`config.mk`:
```
export PLATFORM = sky130hd
export DESIGN_NAME = vx_bf16_align
export DESIGN_NICKNAME = d
export VERILOG_FILES = /design/src/rtl/vx_bf16_align_pkg.sv /design/src/rtl/vx_bf16_align_unpack.sv /design/src/rtl/vx_bf16_align.sv
export SDC_FILE = /design/constraint.sdc
export NUM_CORES = 1
export LEC_CHECK = 0
export CAP_MARGIN = 20
export CORE_ASPECT_RATIO = 1.4
export CORE_MARGIN = 1.5
export CORE_UTILIZATION = 35
export CTS_CLUSTER_DIAMETER = 120
export DETAILED_ROUTE_END_ITERATION = 10
export PLACE_DENSITY_LB_ADDON = 0.05
export SYNTH_ARGS = -nofsm -noshare
export SYNTH_HDL_FRONTEND = slang
export SYNTH_SLANG_ARGS = --single-unit
```
`constraint.sdc`:
```
create_clock -name clk -period 7.1 [get_ports clk]
set_clock_uncertainty 0.05 [all_clocks]
set_input_delay 2.13 -clock clk [delete_from_list [all_inputs] [get_ports clk]]
set_output_delay 2.13 -clock clk [all_outputs]
set_load 0.02 [all_outputs]
```
`src/rtl/vx_bf16_align_pkg.sv`:
```
// ============================================================================
// Module      : vx_bf16_align_pkg
// Description : Shared bf16 constants and unpacked-operand type.
// Revision    : 1.0 - initial release
// ============================================================================
`default_nettype none

package vx_bf16_align_pkg;

    localparam int BF16_BIAS   = 127;
    localparam int BF16_EXP_W  = 8;
    localparam int BF16_FRAC_W = 7;
    localparam int MAN_W       = 32;
    localparam int HIDDEN_POS  = 30;

    typedef struct packed {
        logic             sign;
        logic [15:0]      exp;
        logic [MAN_W-1:0] man;
        logic             is_nan;
        logic             is_inf;
    } bf16_unpacked_t;

endpackage

`default_nettype wire

```
`src/rtl/vx_bf16_align_unpack.sv`:
```
// ============================================================================
// Module      : vx_bf16_align_unpack
// Description : Combinational bf16 -> unpacked sign/exponent/mantissa/flags.
// Revision    : 1.0 - initial release
// ============================================================================
`default_nettype none

module vx_bf16_align_unpack
    import vx_bf16_align_pkg::*;
(
    input  logic [15:0]    x,
    output bf16_unpacked_t u
);

    logic [BF16_EXP_W-1:0]  w_exp;
    logic [BF16_FRAC_W-1:0] w_frac;
    logic                   w_hidden;
    logic                   w_exp_max;

    assign w_exp     = x[BF16_FRAC_W +: BF16_EXP_W];
    assign w_frac    = x[BF16_FRAC_W-1:0];
    assign w_hidden  = |w_exp;
    assign w_exp_max = &w_exp;

    always_comb begin
        u      = '0;
        u.sign = x[15];
        // Subnormals share the minimum normal exponent, 1 - bias.
        u.exp  = w_hidden ? (16'(w_exp) - 16'(BF16_BIAS)) : (16'd1 - 16'(BF16_BIAS));
        u.man[HIDDEN_POS]                    = w_hidden;
        u.man[HIDDEN_POS-1 -: BF16_FRAC_W]   = w_frac;
        u.is_nan = w_exp_max & (|w_frac);
        u.is_inf = w_exp_max & ~(|w_frac);
    end

endmodule

`default_nettype wire

```
`src/rtl/vx_bf16_align.sv`:
```
// ============================================================================
// Module      : vx_bf16_align
// Description : Two-stage bf16 pre-adder aligner with sticky right shift.
// Revision    : 1.0 - initial release
// ============================================================================
`default_nettype none

module vx_bf16_align
    import vx_bf16_align_pkg::*;
#(
    parameter int TAGW = 1
) (
    input  logic             clk,
    input  logic             reset,
    input  logic             valid_in,
    output logic             ready_in,
    input  logic [15:0]      a,
    input  logic [15:0]      b,
    input  logic [TAGW-1:0]  tag_in,
    output logic             valid_out,
    input  logic             ready_out,
    output logic [15:0]      exp_out,
    output logic [MAN_W-1:0] man_big,
    output logic [MAN_W-1:0] man_small,
    output logic             sign_big,
    output logic             sign_small,
    output logic             swap,
    output logic             is_nan,
    output logic             is_inf,
    output logic [TAGW-1:0]  tag_out
);

    bf16_unpacked_t w_ua;
    bf16_unpacked_t w_ub;
    bf16_unpacked_t w_big;
    bf16_unpacked_t w_small;
    logic           w_swap;
    logic [15:0]    w_diff;
    logic [5:0]     w_d_sat;
    logic           w_nan;
    logic           w_inf;
    logic           w_en;

    vx_bf16_align_unpack u_unpack_a (.x(a), .u(w_ua));
    vx_bf16_align_unpack u_unpack_b (.x(b), .u(w_ub));

    assign w_swap  = $signed(w_ub.exp) > $signed(w_ua.exp);
    assign w_big   = w_swap ? w_ub : w_ua;
    assign w_small = w_swap ? w_ua : w_ub;
    assign w_diff  = w_big.exp - w_small.exp;
    // Anything at or past 31 collapses entirely into the sticky bit.
    assign w_d_sat = (w_diff > 16'd31) ? 6'd31 : w_diff[5:0];
    assign w_nan   = w_ua.is_nan | w_ub.is_nan;
    assign w_inf   = ~w_nan & (w_ua.is_inf | w_ub.is_inf);

    assign w_en     = ~valid_out | ready_out;
    assign ready_in = w_en;

    // Stage 1 registers
    logic             r_v1;
    logic [15:0]      r_exp;
    logic [MAN_W-1:0] r_man_b;
    logic [MAN_W-1:0] r_man_s;
    logic             r_sign_b;
    logic             r_sign_s;
    logic             r_swap;
    logic [5:0]       r_d;
    logic             r_nan;
    logic             r_inf;
    logic [TAGW-1:0]  r_tag;

    always_ff @(posedge clk) begin
        if (reset) begin
            r_v1     <= 1'b0;
            r_exp    <= '0;
            r_man_b  <= '0;
            r_man_s  <= '0;
            r_sign_b <= 1'b0;
            r_sign_s <= 1'b0;
            r_swap   <= 1'b0;
            r_d      <= '0;
            r_nan    <= 1'b0;
            r_inf    <= 1'b0;
            r_tag    <= '0;
        end else if (w_en) begin
            r_v1     <= valid_in;
            r_exp    <= w_big.exp;
            r_man_b  <= w_big.man;
            r_man_s  <= w_small.man;
            r_sign_b <= w_big.sign;
            r_sign_s <= w_small.sign;
            r_swap   <= w_swap;
            r_d      <= w_d_sat;
            r_nan    <= w_nan;
            r_inf    <= w_inf;
            r_tag    <= tag_in;
        end
    end

    logic [MAN_W-1:0] w_mask;
    logic             w_sticky;
    logic [MAN_W-1:0] w_man_sh;

    always_comb begin
        w_mask   = (32'd1 << r_d) - 32'd1;
        w_sticky = |(r_man_s & w_mask);
        if (r_d >= 6'd31) begin
            w_man_sh = {31'b0, |r_man_s};
        end else begin
            w_man_sh = (r_man_s >> r_d) | {31'b0, w_sticky};
        end
    end

    // Stage 2 registers drive the outputs directly
    always_ff @(posedge clk) begin
        if (reset) begin
            valid_out  <= 1'b0;
            exp_out    <= '0;
            man_big    <= '0;
            man_small  <= '0;
            sign_big   <= 1'b0;
            sign_small <= 1'b0;
            swap       <= 1'b0;
            is_nan     <= 1'b0;
            is_inf     <= 1'b0;
            tag_out    <= '0;
        end else if (w_en) begin
            valid_out  <= r_v1;
            exp_out    <= r_exp;
            man_big    <= r_man_b;
            man_small  <= w_man_sh;
            sign_big   <= r_sign_b;
            sign_small <= r_sign_s;
            swap       <= r_swap;
            is_nan     <= r_nan;
            is_inf     <= r_inf;
            tag_out    <= r_tag;
        end
    end

endmodule

`default_nettype wire

```
==> reports/metrics.yaml <==
place:
  dp_hpwl_um: 12400
  placed_cell_area_mm2: 0.00664
  finalWeightedCongestion: 0.821
  place_ws_ps: -265
  dp.cells: 982
  placement.io_buffers: 99
drt:
  remaining_drc_errors: 0
  detail_route.vias_per_cell: 5.44
  dr_total_vias: 5449
  wl_per_cell_um: 16.5
  route.antenna.remaining_nets: 0
  drt_pre_antenna_iters: 5
  route.final.wire_length_um: 16600
  drt_iter0_markers: 204
power_and_ir_drop:
  fraction_of_power_spent_switching_nets_pct: 32.7
  power_per_cell_area_mw_per_mm2: 218
  static-leakage-power_nw: 2.81
  power.share.clock_pct: 31.9
  net-switching-power_mw: 0.500
  worst_ir_drop_vdd_uv: 126
  intPower_mw: 1.03
  finalPower_mw: 1.53
  p_comb_share_pct: 29.1
  seqPwrFrac_pct: 39.0
die:
  starting_utilization_of_the_core_area_pct: 36.0
  fp-row-count: 53
  die-area_mm2: 0.0163
  floorplan.die.height_um: 150
  design.core.area_mm2: 0.0151
  ios: 125
  die_w_um: 108
sta:
  slew_headroom_pct: 28.1
  timing_max_transition_violations_final: 0
  post_layout_worst_setup_margin_ps: 330
  period_needed_ps: 6770
  timing_worst_slew_pin_value_ps: 1070
  setup_repair_after_global_routing_missed_its_margin: "false"
  fmaxAchievable_mhz: 148
  finalHoldViolations: 0
  period_share_pct: 95.3
  finalSetupViolations: 0
clocking:
  cts_tree: "yes"
  h-tree-depth: 3
  numCtsBuffers: 9
  clkLatencyLatePin_ps: 340
  cts_hold_buf: 0
  clkSinkCount: 93
  max-clock-path-buffers: 2
  clk_pin_slew_ps: 70
  cts.root.buffer_cell: "sky130_fd_sc_hd__clkbuf_16"
final_layout:
  final_cells: 1002
  area_growth_from_synthesis_to_layout_pct: 29.4
  post_route_cells_drive_above_1_share_pct: 10.9
  n_antenna_cell: 0
  final_design_area_no_fill_mm2: 0.00702
  finish.net_count: 855
  fin_util_pct: 46.6
critical_path:
  peak_fanout_along_the_critical_path: 5
  worstSetupStartpointType: "primary input"
  worstPathRequired_ps: 7220
  worstPathArrival_ps: 6890
  setup.worst_path.class: "in -> reg"
  end_kind: "register"
global_routing:
  grt_first_pass_wirelength_um: 25500
  grt.overflow.total: 0
  antenna_found_initial: 0
  grt_util_all_layers_pct: 20.1
  first_global_vias: 4989
  pin_count_of_the_biggest_net_entering_global_routing: 94
synth:
  synthesized_instance_count: 702
  post_synth_xor_area_fraction_pct: 1.78
  compound_gate_portion_of_the_synthesized_area_pct: 23.8
  synth_largest_type_area_fraction_pct: 34.3
  synth.area.top_cells: "sky130_fd_sc_hd__dfxtp_1 (34%), sky130_fd_sc_hd__nand2_1 (7.8%), sky130_fd_sc_hd__nor2_1 (6.2%)"
  post_synth_instance_area_mm2: 0.00542
  synth_mux_area_share_pct: 4.82
  flop_and_latch_count_out_of_synthesis: 93
  simple_gate_area_share_of_the_yosys_netlist_pct: 24.0
  ys_seq_area_share_pct: 34.3
  synth_enable_flop_cells: 0
  largest_family_of_logic_cells_by_synthesized_area: "simple AND/OR/NAND/NOR gates"
  synth_adder_area_share_pct: 2.77
  cell_type_contributing_the_most_total_cell_area_after_synthesis: "sky130_fd_sc_hd__dfxtp_1"
  synth_async_sr_flop_share_pct: 0
  synth.yosys.warnings: 0
  synth_ff_type: "sky130_fd_sc_hd__dfxtp_1"
  post_synth_num_cell_types: 71
  avgSynthCellArea_um2: 7.72
run_status:
  run_status: "finished, final reports clean"
run:
  cap_viol_max_count: 0
worst_hold_path:
  min_path_type: "reg -> reg"
## critical path, cell delays in order
cell	delay, ps
sky130_fd_sc_hd__clkdlybuf4s50_1	420
sky130_fd_sc_hd__or4b_4	550
sky130_fd_sc_hd__nor4_4	270
sky130_fd_sc_hd__buf_4	150
sky130_fd_sc_hd__nor2_1	50
sky130_fd_sc_hd__ha_1	300
sky130_fd_sc_hd__o21a_1	100
sky130_fd_sc_hd__o21ai_0	70
sky130_fd_sc_hd__o21bai_1	250
sky130_fd_sc_hd__a31oi_4	130
sky130_fd_sc_hd__o21a_4	240
sky130_fd_sc_hd__a211o_1	250
sky130_fd_sc_hd__nand2_1	80
sky130_fd_sc_hd__ha_2	180
sky130_fd_sc_hd__nor2_1	60
sky130_fd_sc_hd__a41oi_1	210
sky130_fd_sc_hd__o211ai_1	160
sky130_fd_sc_hd__a31oi_1	250
sky130_fd_sc_hd__o21ai_1	120
sky130_fd_sc_hd__a21oi_1	150
sky130_fd_sc_hd__o211ai_1	160
sky130_fd_sc_hd__a2111oi_4	320
sky130_fd_sc_hd__buf_4	190
sky130_fd_sc_hd__a221oi_1	70
## sequential cells by signal (all words and copies together), names as in the netlist, 6 cells and up
signal     count
exp_out        9
r_exp          9
man_big        8
r_man_s        8
man_small     31
r_d            6
r_man_b        8
## per-layer routing
metal  routed length (um)  global-route usage [%]
met1                 6810                    23.5
met4                  528                    9.01
met2                 8570                    36.3
met5                    0                       0
met3                  645                    2.51
## power by group through the flow
stage	registers, mW	clock network, mW	logic [mW]
2_1_floorplan	0.610	0	0.275
3_3_place_gp	0.606	0	0.433
3_5_place_dp	0.608	0	0.436
4_1_cts	0.596	0.499	0.437
5_1_grt	0.602	0.519	0.483
6_report	0.595	0.487	0.444
## cells in the final DEF, fill, tap and decap left out, types with 3 or more instances in the layout
| cell type | Yosys | final |
|---|---|---|
| sky130_fd_sc_hd__a221oi_1 | 3 | 3 |
| sky130_fd_sc_hd__a31oi_1 | 3 | 3 |
| sky130_fd_sc_hd__and3_1 | 5 | 5 |
| sky130_fd_sc_hd__dlymetal6s2s_1 | 0 | 3 |
| sky130_fd_sc_hd__nor4_1 | 4 | 3 |
| sky130_fd_sc_hd__nor2_1 | 89 | 89 |
| sky130_fd_sc_hd__o21a_1 | 3 | 3 |
| sky130_fd_sc_hd__a21oi_1 | 50 | 50 |
| sky130_fd_sc_hd__clkbuf_16 | 0 | 9 |
| sky130_fd_sc_hd__xor2_1 | 6 | 6 |
| sky130_fd_sc_hd__or3_1 | 4 | 4 |
| sky130_fd_sc_hd__o21ai_0 | 20 | 19 |
| sky130_fd_sc_hd__o211ai_1 | 8 | 8 |
| sky130_fd_sc_hd__mux2i_1 | 19 | 19 |
| sky130_fd_sc_hd__a311oi_1 | 12 | 12 |
| sky130_fd_sc_hd__nor3b_1 | 3 | 3 |
| sky130_fd_sc_hd__mux2_2 | 5 | 5 |
| sky130_fd_sc_hd__nor3_1 | 19 | 19 |
| sky130_fd_sc_hd__nand2_1 | 112 | 112 |
| sky130_fd_sc_hd__nand3b_1 | 4 | 4 |
| sky130_fd_sc_hd__inv_1 | 15 | 14 |
| sky130_fd_sc_hd__nand3_1 | 15 | 15 |
| sky130_fd_sc_hd__a211o_1 | 6 | 6 |
| sky130_fd_sc_hd__dfxtp_1 | 93 | 93 |
| sky130_fd_sc_hd__o21ai_1 | 3 | 4 |
| sky130_fd_sc_hd__ha_1 | 12 | 11 |
| sky130_fd_sc_hd__nand4_1 | 4 | 4 |
| sky130_fd_sc_hd__clkdlybuf4s50_1 | 0 | 95 |
| sky130_fd_sc_hd__buf_4 | 32 | 43 |
| sky130_fd_sc_hd__conb_1 | 1 | 25 |
| sky130_fd_sc_hd__o22ai_1 | 9 | 9 |
| sky130_fd_sc_hd__nand2b_1 | 5 | 5 |
| sky130_fd_sc_hd__a211oi_1 | 15 | 15 |
| sky130_fd_sc_hd__a22oi_1 | 27 | 27 |
| sky130_fd_sc_hd__xnor2_1 | 5 | 5 |
| sky130_fd_sc_hd__and2_1 | 4 | 4 |
| sky130_fd_sc_hd__or2_2 | 3 | 3 |
## worst paths after layout
path	startpoint	end	slack, ps	depth (start not counted)
setup / recovery	b[14]	r_d[3]	330	24
hold / removal	man_big[25]	man_big[25]	400	2
setup reg to reg	r_d[1]	man_small[0]	4150	10
hold reg to reg	man_big[25]	man_big[25]	400	2
## kinds of logic (layout without fill, tap and decap cells)
group,Yosys count,after routing
DFF,93,93
buffers and inverters,89,173
adders and majority gates,12,12
and+or+nand+nor,286,286
xor gates and xnor gates,11,11
other,1,25
AOI/OAI and AO/OA,185,185
muxes,25,25
## cells in the mapped netlist, types with 9 or more instances
cell / instances
sky130_fd_sc_hd__o21ai_0: 20
sky130_fd_sc_hd__a21oi_1: 50
sky130_fd_sc_hd__buf_4: 32
sky130_fd_sc_hd__ha_1: 12
sky130_fd_sc_hd__o22ai_1: 9
sky130_fd_sc_hd__nor2_1: 89
sky130_fd_sc_hd__mux2i_1: 19
sky130_fd_sc_hd__dfxtp_1: 93
sky130_fd_sc_hd__a311oi_1: 12
sky130_fd_sc_hd__clkbuf_1: 35
sky130_fd_sc_hd__a211oi_1: 15
sky130_fd_sc_hd__inv_1: 15
sky130_fd_sc_hd__nor3_1: 19
sky130_fd_sc_hd__nand2_1: 112
sky130_fd_sc_hd__a22oi_1: 27
sky130_fd_sc_hd__nand3_1: 15
## area by class of cell
cell class | count | area, um2
fillers | 1575 | 8040
multi-input cells | 544 | 3240
flip-flops and latches | 93 | 1860
repair buffers | 142 | 1320
well taps | 192 | 240
clock buffers | 9 | 225
clock inverters | 6 | 71.3
inverters | 16 | 60.1
## per-stage QoR
step	hold slack (ps)	setup TNS [ps]
floorplan	382	0
global placement	388	-5.21
detailed placement	393	-1230
CTS	403	0
global route	420	0
finish	401	0
## timing repair
| item | in CTS | in global routing |
|---|---|---|
| setup buffers | 0 | 5 |
| resized for setup | 0 | 11 |
| endpoints found under the setup margin | 0 | 5 |
Power figures use the tool's default switching activity.
